<file path="src/rtl/vend_change_dispenser_pkg.sv">
// Shared definitions for the coin-change dispenser: state encoding, coin values
// and datapath widths.
package vend_change_dispenser_pkg;

   localparam int MONEY_W = 12;
   localparam int STOCK_W = 8;
   localparam int TIMER_W = 16;

   localparam logic [MONEY_W-1:0] COIN_POUND = 12'd100;
   localparam logic [MONEY_W-1:0] COIN_20P   = 12'd20;

   typedef enum logic [2:0] {
      IDLE       = 3'd0,
      SELECT     = 3'd1,
      EJECT      = 3'd2,
      WAIT_SENSE = 3'd3,
      GAP        = 3'd4,
      FINISH     = 3'd5,
      JAM        = 3'd6
   } state_t;

   function automatic logic [MONEY_W-1:0] coin_value(input logic is_pound);
      return is_pound ? COIN_POUND : COIN_20P;
   endfunction

endpackage

</file>
<file path="src/rtl/vend_cycle_timer.sv">
// Loadable down-counter with a zero flag; a load wins over counting and the
// count parks at zero until reloaded.
module vend_cycle_timer
   import vend_change_dispenser_pkg::*;
(
   input  logic               clk,
   input  logic               reset,
   input  logic               load_i,
   input  logic [TIMER_W-1:0] load_val_i,
   output logic               zero_o
);

   logic [TIMER_W-1:0] count_q;
   logic [TIMER_W-1:0] count_d;

   always_comb begin
      count_d = count_q;
      if (load_i) begin
         count_d = load_val_i;
      end else if (count_q != '0) begin
         count_d = count_q - 1'b1;
      end
   end

   always_ff @(posedge clk) begin
      if (reset) begin
         count_q <= '0;
      end else begin
         count_q <= count_d;
      end
   end

   assign zero_o = (count_q == '0);

endmodule

</file>
<file path="src/rtl/vend_change_dispenser.sv">
// Refund payout controller: ejects pound and 20p coins one at a time, waits for
// the exit sensor after each, and latches a sticky jam if a coin never appears.
//
// state      | meaning
// IDLE       | waiting for a refund_req rising edge; restock loads accepted
// SELECT     | pick the next coin from remaining and stock, or finish
// EJECT      | drive the selected eject output for PULSE_CYCLES
// WAIT_SENSE | wait up to TIMEOUT_CYCLES for the coin to pass the sensor
// GAP        | GAP_CYCLES settle time with ejects off
// FINISH     | one-cycle done pulse, short_paid valid
// JAM        | coin never sensed; frozen until reset
module vend_change_dispenser
   import vend_change_dispenser_pkg::*;
#(
   parameter int PULSE_CYCLES   = 4,
   parameter int GAP_CYCLES     = 4,
   parameter int TIMEOUT_CYCLES = 1000,
   parameter int INIT_POUND     = 10,
   parameter int INIT_20P       = 20
) (
   input  logic               clk,
   input  logic               reset,
   input  logic               refund_req,
   input  logic [MONEY_W-1:0] refund_amount,
   input  logic               coin_sensed,
   input  logic               load_pound,
   input  logic               load_20,
   output logic               coin_pound,
   output logic               coin_20,
   output logic               busy,
   output logic               done,
   output logic               short_paid,
   output logic               jam,
   output logic [MONEY_W-1:0] remaining,
   output logic [STOCK_W-1:0] stock_pound,
   output logic [STOCK_W-1:0] stock_20
);

   // Timer loads are N-1 because the loaded value itself counts as one cycle.
   localparam logic [TIMER_W-1:0] PULSE_LD   = TIMER_W'(PULSE_CYCLES - 1);
   localparam logic [TIMER_W-1:0] GAP_LD     = TIMER_W'(GAP_CYCLES - 1);
   localparam logic [TIMER_W-1:0] TIMEOUT_LD = TIMER_W'(TIMEOUT_CYCLES - 1);
   localparam logic [STOCK_W-1:0] POUND_FULL = STOCK_W'(INIT_POUND);
   localparam logic [STOCK_W-1:0] P20_FULL   = STOCK_W'(INIT_20P);

   state_t             state_q, state_d;
   logic [MONEY_W-1:0] remaining_q, remaining_d;
   logic [STOCK_W-1:0] stock_pound_q, stock_pound_d;
   logic [STOCK_W-1:0] stock_20_q, stock_20_d;
   logic               sel_pound_q, sel_pound_d;
   logic               short_paid_q, short_paid_d;
   logic               req_prev_q;

   logic               accept;
   logic               tmr_load;
   logic [TIMER_W-1:0] tmr_val;
   logic               tmr_zero;
   logic [MONEY_W-1:0] sel_value;

   vend_cycle_timer u_timer (
      .clk        (clk),
      .reset      (reset),
      .load_i     (tmr_load),
      .load_val_i (tmr_val),
      .zero_o     (tmr_zero)
   );

   assign accept    = (state_q == IDLE) && refund_req && !req_prev_q;
   assign sel_value = coin_value(sel_pound_q);

   always_comb begin
      state_d       = state_q;
      remaining_d   = remaining_q;
      stock_pound_d = stock_pound_q;
      stock_20_d    = stock_20_q;
      sel_pound_d   = sel_pound_q;
      short_paid_d  = short_paid_q;
      tmr_load      = 1'b0;
      tmr_val       = '0;

      unique case (state_q)
         IDLE: begin
            if (accept) begin
               state_d      = SELECT;
               remaining_d  = refund_amount;
               short_paid_d = 1'b0;
            end else begin
               if (load_pound) stock_pound_d = POUND_FULL;
               if (load_20)    stock_20_d    = P20_FULL;
            end
         end

         SELECT: begin
            if (remaining_q >= COIN_POUND && stock_pound_q != '0) begin
               sel_pound_d = 1'b1;
               state_d     = EJECT;
               tmr_load    = 1'b1;
               tmr_val     = PULSE_LD;
            end else if (remaining_q >= COIN_20P && stock_20_q != '0) begin
               sel_pound_d = 1'b0;
               state_d     = EJECT;
               tmr_load    = 1'b1;
               tmr_val     = PULSE_LD;
            end else begin
               state_d      = FINISH;
               short_paid_d = (remaining_q != '0);
            end
         end

         EJECT: begin
            if (tmr_zero) begin
               state_d  = WAIT_SENSE;
               tmr_load = 1'b1;
               tmr_val  = TIMEOUT_LD;
            end
         end

         WAIT_SENSE: begin
            if (coin_sensed) begin
               // Guards keep stock and remaining from wrapping even if the
               // selection rules were ever bypassed.
               if (sel_pound_q) begin
                  if (stock_pound_q != '0) stock_pound_d = stock_pound_q - 1'b1;
               end else begin
                  if (stock_20_q != '0) stock_20_d = stock_20_q - 1'b1;
               end
               if (remaining_q >= sel_value) remaining_d = remaining_q - sel_value;
               state_d  = GAP;
               tmr_load = 1'b1;
               tmr_val  = GAP_LD;
            end else if (tmr_zero) begin
               state_d = JAM;
            end
         end

         GAP: begin
            if (tmr_zero) state_d = SELECT;
         end

         FINISH: begin
            state_d = IDLE;
         end

         JAM: begin
            state_d = JAM;
         end

         default: begin
            state_d = IDLE;
         end
      endcase
   end

   always_ff @(posedge clk) begin
      if (reset) begin
         state_q       <= IDLE;
         remaining_q   <= '0;
         stock_pound_q <= POUND_FULL;
         stock_20_q    <= P20_FULL;
         sel_pound_q   <= 1'b0;
         short_paid_q  <= 1'b0;
         req_prev_q    <= 1'b0;
      end else begin
         state_q       <= state_d;
         remaining_q   <= remaining_d;
         stock_pound_q <= stock_pound_d;
         stock_20_q    <= stock_20_d;
         sel_pound_q   <= sel_pound_d;
         short_paid_q  <= short_paid_d;
         req_prev_q    <= refund_req;
      end
   end

   assign coin_pound  = (state_q == EJECT) &&  sel_pound_q;
   assign coin_20     = (state_q == EJECT) && !sel_pound_q;
   assign busy        = (state_q != IDLE);
   assign done        = (state_q == FINISH);
   assign jam         = (state_q == JAM);
   assign short_paid  = short_paid_q;
   assign remaining   = remaining_q;
   assign stock_pound = stock_pound_q;
   assign stock_20    = stock_20_q;

endmodule

</file>
<file path="config.mk">
export PLATFORM = sky130hd
export DESIGN_NAME = vend_change_dispenser
export DESIGN_NICKNAME = d
export VERILOG_FILES = /design/src/rtl/vend_change_dispenser_pkg.sv /design/src/rtl/vend_cycle_timer.sv /design/src/rtl/vend_change_dispenser.sv
export SDC_FILE = /design/constraint.sdc
export NUM_CORES = 1
export LEC_CHECK = 0
export CAP_MARGIN = 20
export CORE_UTILIZATION = 30
export CTS_CLUSTER_SIZE = 12
export DETAILED_ROUTE_END_ITERATION = 10
export SYNTH_ARGS = -nofsm -noshare
export SYNTH_HDL_FRONTEND = slang
export SYNTH_SLANG_ARGS = --single-unit
</file>
<file path="constraint.sdc">
create_clock -name clk -period 2.7 [get_ports clk]
set_input_delay 0.405 -clock clk [delete_from_list [all_inputs] [get_ports clk]]
set_output_delay 0.405 -clock clk [all_outputs]
set_load 0.02 [all_outputs]
</file>
==> results.ini, run 1 <==
[floorplan]
rows = 36
initial_core_util_pct = 31.2
die_w_microns = 103
die_height_microns = 103
io_pins = 52
core_sq_um = 9860
die-area_sq_um = 10700

[sta]
period_minus_slack_ns = 2.57
rsz0062_at_grt = no
fin_ws_ns = 0.130
setup_violations = 0
setup_tns_ns = 0
maxSlewHeadroom_pct = 60.1
hold_violations = 0
timing.fmax_mhz = 389
post-route-period-util_pct = 95.2
report.final.slew_viol_count = 0
worstMarginPinSlew_ns = 0.593
fin_skew_ns = 0.00395

[job]
drv_cap = 0

[worst_setup_path]
worstPathMaxFanout = 11
reg2reg_to = remaining[8]$_SDFFE_PP0P_
worstRegToRegCells = 8
crit_path_end_kind = output pin
crit_type = reg -> out
regToRegSetupSlack_ns = 0.34
cp_data_required_time_ns = 2.30
timing.rr.start = sel_pound_q$_SDFFE_PP0P_
worstPathArrival_ns = 2.17
startpoint_type = flop

[pwr]
peakVddDrop_mv = 0.482
p_leak_uw = 0.00141
finalPower_uw = 4690
powerDensity_nw_per_um2 = 1210

[drt]
ant_nets = 0
route.detailed.drc = 0
drtIter0Drc = 112
viasPerCell = 5.24
avgRoutedWirePerCell_microns = 14.5
drt-pass1-iter-count = 4
wl_mm = 8.02
vias = 2907

[placed_design]
gp_congestion = 0.820
io_buffers = 51
dp_slack_ns = 0.0948
post-dp-hpwl_mm = 5.97

[yosys]
async_flop_share_pct = 0
syn_avg_cell_area_sq_um = 8.43
syn-num-nets = 392
yosysSeqAreaShare_pct = 32.5
ys_types = 69
synth-main-ff-cell = dfxtp_1
synthTopCellsByArea = dfxtp_1 (33%), a21oi_1 (4.6%), ha_1 (3.7%)
ys_warn_count = 0
yosys.area.top_type = dfxtp_1
synth_area_sq_um = 3080
postSynthCellCount = 365
synth_seq_cells = 50
synth_edf_count = 0
synth_top_cell_area_share_pct = 32.5

[grt]
overflow = 0
grt_pass1_wl_mm = 13.1
track_usage_pct = 15.7
grt_max_degree = 23
antenna_found_initial = 0
grt_pass1_vias = 2714

[status]
status = finished, final reports clean

[clock_tree]
cts_tree = done
cts_buffers = 5
cts_hold_buf = 0
clock_path_buffers = 2
ctsResizeCount = 0
htree_levels = 2
clk_latency_ns = 0.31
clock_sinks = 50
root_buffer = clkbuf_8
post_cts_buffers = 0
clk_pin_slew_ns = 0.10

[cells_and_area]
multi_input_area_sq_um = 1950
final_common_cell = clkdlybuf4s50_1
drive_above_1_share_pct = 12.1
final_cell_mix = clkdlybuf4s50_1 (51), dfxtp_1 (50), nand2_1 (30)
nets = 448
seq_area_sq_um = 1000
area.growth.synth_to_final_pct = 26.6
fill_cells = 1008
antenna_cells = 0

[worst_hold_path]
hold_path_startpoint = stock_pound[0]$_SDFFE_PP0P_
whs_path_depth = 2
hold-path-endpoint = stock_pound[0]$_SDFFE_PP0P_
min-delay-path-class = reg -> reg

## cell type report
class / instances / area share, %
Tap cell: 133 / 4.27
Sequential cell: 50 / 25.7
Inverter: 16 / 1.54
Multi-Input combinational cell: 284 / 50.0
Timing Repair Buffer: 64 / 15.6
Clock buffer: 8 / 2.83
## cells in the mapped netlist (7+ instances only)
master	instances
or3_1	14
clkbuf_1	9
nor2_1	23
nand3_1	14
o21ai_0	9
inv_1	15
a21oi_1	28
o21ai_1	8
nor3_2	8
xnor2_1	10
dfxtp_1	50
nand2_1	30
ha_1	9
nand2b_1	9
a211oi_1	8
xor2_1	7
## per-stage QoR
| stage | instances | hold slack, ns | util [%] | instance area (sq um) |
|---|---|---|---|---|
| after CTS | 555 | 0.493 | 39.5 | 3890 |
| after global routing | 555 | 0.502 | 39.5 | 3890 |
| after global placement | 547 | 0.471 | 38.4 | 3780 |
| after floorplan | 365 | 0.474 | - | 3080 |
| final | 555 | 0.487 | 39.5 | 3890 |
| after detailed placement | 547 | 0.478 | 38.4 | 3780 |
## per-layer routing
metal	wire length [microns]	track usage, %	share of wire (%)
met2	3600	25.2	45
met3	268	2.15	3.3
met4	149	6.07	1.9
met1	4010	21.4	50
met5	0	0	0
## power breakdown
group          switching, uW  total, uW  internal [uW]
logic                   1610       2890           1270
clock network            272        531            260
registers                306       1270            969
## state kept, by name, indices dropped and copies added, names as in the netlist
name and cells:
sel_pound_q 1, stock_pound 8, stock_20 8, remaining 12, req_prev_q 1, u_timer.count_q 16
short_paid 1, state_q 3
## critical path, stage by stage, from the launching register on
cell             delay (ns)
dfxtp_1                0.53
inv_1                  0.20
nor3_1                 0.30
and2_1                 0.21
clkdlybuf4s50_1        0.61
## cells by family (layout without fill, tap and decap cells)
family | after synthesis | in the layout | synth area share (%)
buf+inv | 31 | 88 | 4.11
flops | 50 | 50 | 32.5
simple gates | 150 | 150 | 29.7
xor+xnor | 17 | 17 | 4.84
compound gates | 105 | 105 | 24.1
fa+ha+maj | 9 | 9 | 3.66
mux | 3 | 3 | 1.06
## how the worst max path moves through the flow
stage	slack [ns]	from	cells after the start	to
final	0.13	state_q[1]$_SDFFE_PP0P_	4	coin_pound
after global routing	0.04	state_q[1]$_SDFFE_PP0P_	4	coin_20
after CTS	0.13	state_q[1]$_SDFFE_PP0P_	4	coin_pound
after detailed placement	0.09	refund_req	6	stock_20[7]$_SDFFE_PP0P_
after global placement	0.10	refund_req	6	stock_20[7]$_SDFFE_PP0P_
after floorplan	0.46	stock_pound[0]$_SDFFE_PP0P_	8	stock_pound[5]$_SDFFE_PP0P_
No activity file was read; power rests on OpenSTA's default activity.
==> inputs of run 2 (changes only) <==
Settings changed: CORE_UTILIZATION 30 to 53, PLACE_DENSITY set to 0.8.
==> run 2 against run 1 <==
Compared with the run above: first-iteration DRC count increased by 140%; register-to-register slack better by 0.02 ns; die area is 43% lower; sequential power about the same.
==> results.ini, run 2 (same netlist as run 1, synthesis figures left out) <==
[placed_design]
io_buffers = 51  ; unchanged
post-dp-hpwl_mm = 5.54  ; -7.2%
dp_slack_ns = 0.136  ; +0.0415 ns
gp_congestion = 0.831  ; +1.4%

[sta]
hold_violations = 0  ; unchanged
post-route-period-util_pct = 88.9  ; -6.3 points
timing.fmax_mhz = 417  ; +7.1%
rsz0062_at_grt = no
maxSlewHeadroom_pct = 57.0  ; -3.1 points
setup_violations = 0  ; unchanged
setup_tns_ns = 0  ; unchanged
fin_ws_ns = 0.299  ; +0.170 ns
report.final.slew_viol_count = 0  ; unchanged
period_minus_slack_ns = 2.40  ; -0.170 ns
fin_skew_ns = 0.00972  ; +0.00577 ns
worstMarginPinSlew_ns = 0.629  ; +0.0364 ns

[drt]
viasPerCell = 6.01  ; +15%
vias = 2967  ; +2.1%
route.detailed.drc = 0  ; unchanged
avgRoutedWirePerCell_microns = 15.1  ; +4.7%
wl_met1_mm = 3.54  ; -12%
drtIter0Drc = 270  ; +140%
drt-pass1-iter-count = 4  ; unchanged
routed.top_layer = met4
met2_length_mm = 3.52  ; -2.1%
ant_nets = 0  ; unchanged
wl_mm = 7.48  ; -6.8%
wl_met3_microns = 359  ; +34%

[worst_setup_path]
crit_path_cell_trace = inv_1 > nor3_1 > buf_4 > and2_1 > clkdlybuf4s50_1
worstPathMaxFanout = 11  ; unchanged
path_depth = 5  ; +1
cp_data_required_time_ns = 2.30  ; about the same
worst_path_max_delay_cell = clkdlybuf4s50_1
crit_type = reg -> out
crit_path_end_kind = output pin
worstRegToRegCells = 8  ; unchanged
crit_buf_inv = 3  ; +1
cp_top_family = buffers and inverters
startpoint_type = flop
critPathMaxStageDelay_ns = 0.60  ; about the same
worstPathArrival_ns = 2.00  ; -0.17 ns

[cells_and_area]
area.growth.synth_to_final_pct = 24.3
final_cell_mix = clkdlybuf4s50_1 (51), dfxtp_1 (49), nand2_1 (30)
largest_reg_flops = 16  ; unchanged
antenna_cells = 0  ; unchanged
nets = 448  ; unchanged
drive_above_1_share_pct = 12.6  ; +0.47 points
largest_register = u_timer.count_q
final_common_cell = clkdlybuf4s50_1

[clock_tree]
clock_path_buffers = 2  ; unchanged
htree_levels = 2  ; unchanged
ctsResizeCount = 0  ; unchanged
clk_pin_slew_ns = 0.09  ; about the same
cts_hold_buf = 0  ; unchanged
clock_sinks = 50  ; unchanged
root_buffer = clkbuf_8
clk_latency_ns = 0.31  ; about the same
post_cts_buffers = 0  ; unchanged
cts_buffers = 5  ; unchanged
cts_tree = done

[worst_hold_path]
min-delay-path-class = reg -> reg
whs_path_depth = 2  ; unchanged

[pwr]
clockPowerShare_pct = 10.8  ; -0.5 points
combinationalPowerShare_pct = 62.1  ; +0.6 points
p_leak_uw = 0.00141  ; about the same
sequentialPowerShare_pct = 27.1  ; about the same
peakVddDrop_mv = 0.615  ; +28%
powerDensity_nw_per_um2 = 1230  ; +2.3%
switchingPower_uw = 2190  ; about the same
p_int_uw = 2520  ; +0.65%
switching_share_pct = 46.5  ; -0.14 points

[floorplan]
io_pins = 52  ; unchanged
die_height_microns = 78.2  ; -24%
die-area_sq_um = 6110  ; -43%
die_w_microns = 78.2  ; -24%
rows = 27  ; -25%
core_sq_um = 5540  ; -44%
initial_core_util_pct = 55.5  ; +24 points

[grt]
track_usage_pct = 25.6  ; +9.9 points
grt_pass1_wl_mm = 12.7  ; -3.1%
grt_pass1_vias = 2692  ; -0.81%
antenna_found_initial = 0  ; unchanged
overflow = 0  ; unchanged
grt_max_degree = 24  ; +4.3%

[status]
status = finished, final reports clean

[job]
drv_cap = 0  ; unchanged

-- run 2: cell counts in the layout (fill, tap and decap cells not counted) --
No cell type changed its count.
-- run 2: cell type report --
type                            count  area (sq um)
Sequential cell                    50          1000
Inverter                           16          60.1
Fill cell                         489          1720
Timing Repair Buffer               64           608
Multi-Input combinational cell    284          1950
Tap cell                           72          90.1
Clock buffer                        8           110
-- run 2: worst reg2reg max path: cells and delay by family, from the launching register on --
family / cells / cell delay [ns]
flip-flops: 1 / 0.46
buffers and inverters: 2 / 0.35
adder cells (fa/ha/maj): 1 / 0.38
AO/OA/AOI/OAI: 5 / 1.05
-- run 2: metal layers --
metal | vias up | track usage [%]
met5 | - | 0
met1 | 1404 | 36.0
met3 | 5 | 3.26
li1 | 1483 | -
met2 | 75 | 41.5
met4 | 0 | 5.93
-- run 2: power by group through the flow --
stage / Sequential (uW) / Clock (uW) / Combinational (uW)
final: 1280 / 511 / 2920
after global routing: 1320 / 556 / 3220
after CTS: 1270 / 525 / 2900
after detailed placement: 1280 / 0 / 2880
after global placement: 1270 / 0 / 2820
after floorplan: 1310 / 0 / 2030
-- run 2: final timing paths --
path	from	endpoint	slack, ns
setup / recovery	state_q[1]$_SDFFE_PP0P_	coin_pound	0.30
hold / removal	stock_20[1]$_SDFFE_PP0P_	stock_20[1]$_SDFFE_PP0P_	0.48
hold reg to reg	stock_20[1]$_SDFFE_PP0P_	stock_20[1]$_SDFFE_PP0P_	0.48
setup reg to reg	sel_pound_q$_SDFFE_PP0P_	remaining[7]$_SDFFE_PP0P_	0.36
-- run 2: per-stage QoR --
| stage | power [uW] | util, % | cells | instance area (sq um) | hold WS [ns] |
|---|---|---|---|---|---|
| after floorplan | 3340 | - | 365 | 3080 | 0.474 |
| final | 4710 | 69.0 | 494 | 3820 | 0.481 |
| after global placement | 4090 | 66.9 | 486 | 3710 | 0.466 |
| after detailed placement | 4170 | 66.9 | 486 | 3710 | 0.475 |
| after global routing | 5100 | 69.0 | 494 | 3820 | 0.516 |
| after CTS | 4690 | 68.9 | 494 | 3820 | 0.488 |
==> inputs of run 3 (changes only) <==
Settings changed: ABC_CLOCK_PERIOD_IN_PS set to 2700, RECOVER_POWER set to 100.
==> run 3 against run 2 <==
Compared with the run above: sequential power is essentially flat; utilization shrank 1.4 points; highest routed layer unchanged; combinational power down 6%; setup slack worse by 0.079 ns; total power shrank 3.9%; largest cell class unchanged.
==> results.ini, run 3 (same netlist as run 1, synthesis figures left out) <==
[pwr]
peakVddDrop_mv = 0.585  ; -4.9%
finalPower_uw = 4530  ; -3.9%
powerDensity_nw_per_um2 = 1210  ; -1.9%
p_leak_uw = 0.00147  ; +3.7%

[cells_and_area]
largest_register = u_timer.count_q
multi_input_area_sq_um = 1890  ; -3.2%
area.growth.synth_to_final_pct = 21.8
fill_cells = 504  ; +3.1%
final_common_cell = dfxtp_1
largest_reg_flops = 16  ; unchanged
antenna_cells = 0  ; unchanged
final_cell_mix = dfxtp_1 (49), dlygate4sd3_1 (35), nand2_1 (30)
nets = 448  ; unchanged
seq_area_sq_um = 1000  ; unchanged
drive_above_1_share_pct = 9.24  ; -3.3 points

[sta]
hold_violations = 0  ; unchanged
post-route-period-util_pct = 91.8  ; +2.9 points
maxSlewHeadroom_pct = 26.3  ; -31 points
rsz0062_at_grt = no
fin_skew_ns = 0.00881  ; -0.000914 ns
setup_tns_ns = 0  ; unchanged
timing.fmax_mhz = 403  ; -3.2%
report.final.slew_viol_count = 0  ; unchanged
setup_violations = 0  ; unchanged
worstMarginPinSlew_ns = 1.11  ; +0.476 ns
period_minus_slack_ns = 2.48  ; +0.0791 ns

[grt]
grt_pass1_vias = 2692  ; unchanged
overflow = 0  ; unchanged
track_usage_pct = 25.6  ; unchanged
grt_pass1_wl_mm = 12.7  ; unchanged
antenna_found_initial = 0  ; unchanged
grt_max_degree = 24  ; unchanged

[clock_tree]
clk_latency_ns = 0.31  ; about the same
cts_tree = done
ctsResizeCount = 0  ; unchanged
clk_pin_slew_ns = 0.09  ; about the same
cts_hold_buf = 0  ; unchanged
clock_sinks = 50  ; unchanged
clock_path_buffers = 2  ; unchanged
post_cts_buffers = 0  ; unchanged
htree_levels = 2  ; unchanged
root_buffer = clkbuf_8
cts_buffers = 5  ; unchanged

[worst_setup_path]
worst_path_max_delay_cell = or4_1
worstPathMaxFanout = 8  ; -3
cp_top_family = simple AND/OR/NAND/NOR gates
worstPathArrival_ns = 2.71  ; +0.71 ns
crit_type = reg -> reg
crit_path_cell_trace = or4_1 > or4_4 > o2111ai_1 > nand4_2 > o21ai_0
cp_data_required_time_ns = 2.93  ; +0.63 ns
startpoint_type = flop
crit_buf_inv = 0  ; -3
critPathMaxStageDelay_ns = 0.57  ; -0.03 ns
crit_path_end_kind = flop

[placed_design]
post-dp-hpwl_mm = 5.54  ; unchanged
gp_congestion = 0.831  ; unchanged
io_buffers = 51  ; unchanged

[floorplan]
initial_core_util_pct = 55.5  ; unchanged
die_height_microns = 78.2  ; unchanged
core_sq_um = 5540  ; unchanged
rows = 27  ; unchanged
io_pins = 52  ; unchanged
die_w_microns = 78.2  ; unchanged
die-area_sq_um = 6110  ; unchanged

[drt]
drt-pass1-iter-count = 4  ; unchanged
route.detailed.drc = 0  ; unchanged
viasPerCell = 6.05  ; +0.78%
avgRoutedWirePerCell_microns = 15.0  ; -0.99%
wl_mm = 7.41  ; -0.99%
drtIter0Drc = 260  ; -3.7%
ant_nets = 0  ; unchanged
vias = 2990  ; +0.78%

[status]
status = finished, final reports clean

[job]
drv_cap = 0  ; unchanged

[worst_hold_path]
min-delay-path-class = reg -> reg

==> run 3: layer usage <==
layer | global-route usage (%) | vias up | part of all wire (%)
li1 | - | 1489 | -
met3 | 3.26 | 9 | 3.9
met1 | 36.0 | 1404 | 49
met5 | 0 | - | 0
met4 | 5.93 | 0 | 0.92
met2 | 41.5 | 88 | 46
==> run 3: worst reg2reg max path: cells and delay by family, from the launching register on <==
family / cells / cell delay [ns]
and+or+nand+nor: 3 / 1.30
AOI/OAI and AO/OA: 2 / 0.71
DFF: 1 / 0.39
==> run 3: final timing paths <==
| check | depth (start not counted) | slack, ns | start | end |
|---|---|---|---|---|
| setup / recovery | 5 | 0.22 | remaining[9]$_SDFFE_PP0P_ | u_timer.count_q[5]$_SDFFE_PP0P_ |
| hold / removal | 2 | 0.48 | stock_20[1]$_SDFFE_PP0P_ | stock_20[1]$_SDFFE_PP0P_ |
| setup reg to reg | 5 | 0.22 | remaining[9]$_SDFFE_PP0P_ | u_timer.count_q[5]$_SDFFE_PP0P_ |
| hold reg to reg | 2 | 0.48 | stock_20[1]$_SDFFE_PP0P_ | stock_20[1]$_SDFFE_PP0P_ |
==> run 3: power by group <==
part	internal [uW]	switching (uW)	total (uW)
clock	259	251	510
combinational	1190	1560	2750
sequential	971	296	1270
==> run 3: per-stage QoR <==
stage	instance area (sq um)	utilization, %	instances	setup slack [ns]	hold WS [ns]
after floorplan	3080	-	365	0.455	0.474
after global placement	3710	66.9	486	0.165	0.466
after detailed placement	3710	66.9	486	0.136	0.475
after CTS	3820	68.9	494	0.154	0.488
after global routing	3740	67.6	494	0.0730	0.514
final	3740	67.6	494	0.220	0.478
==> run 3: cell type report <==
cell class | instances | area share, %
Multi-Input combinational cell | 284 | 50.5
Clock buffer | 8 | 2.94
Sequential cell | 50 | 26.8
Timing Repair Buffer | 64 | 15.8
Tap cell | 72 | 2.41
Inverter | 16 | 1.60
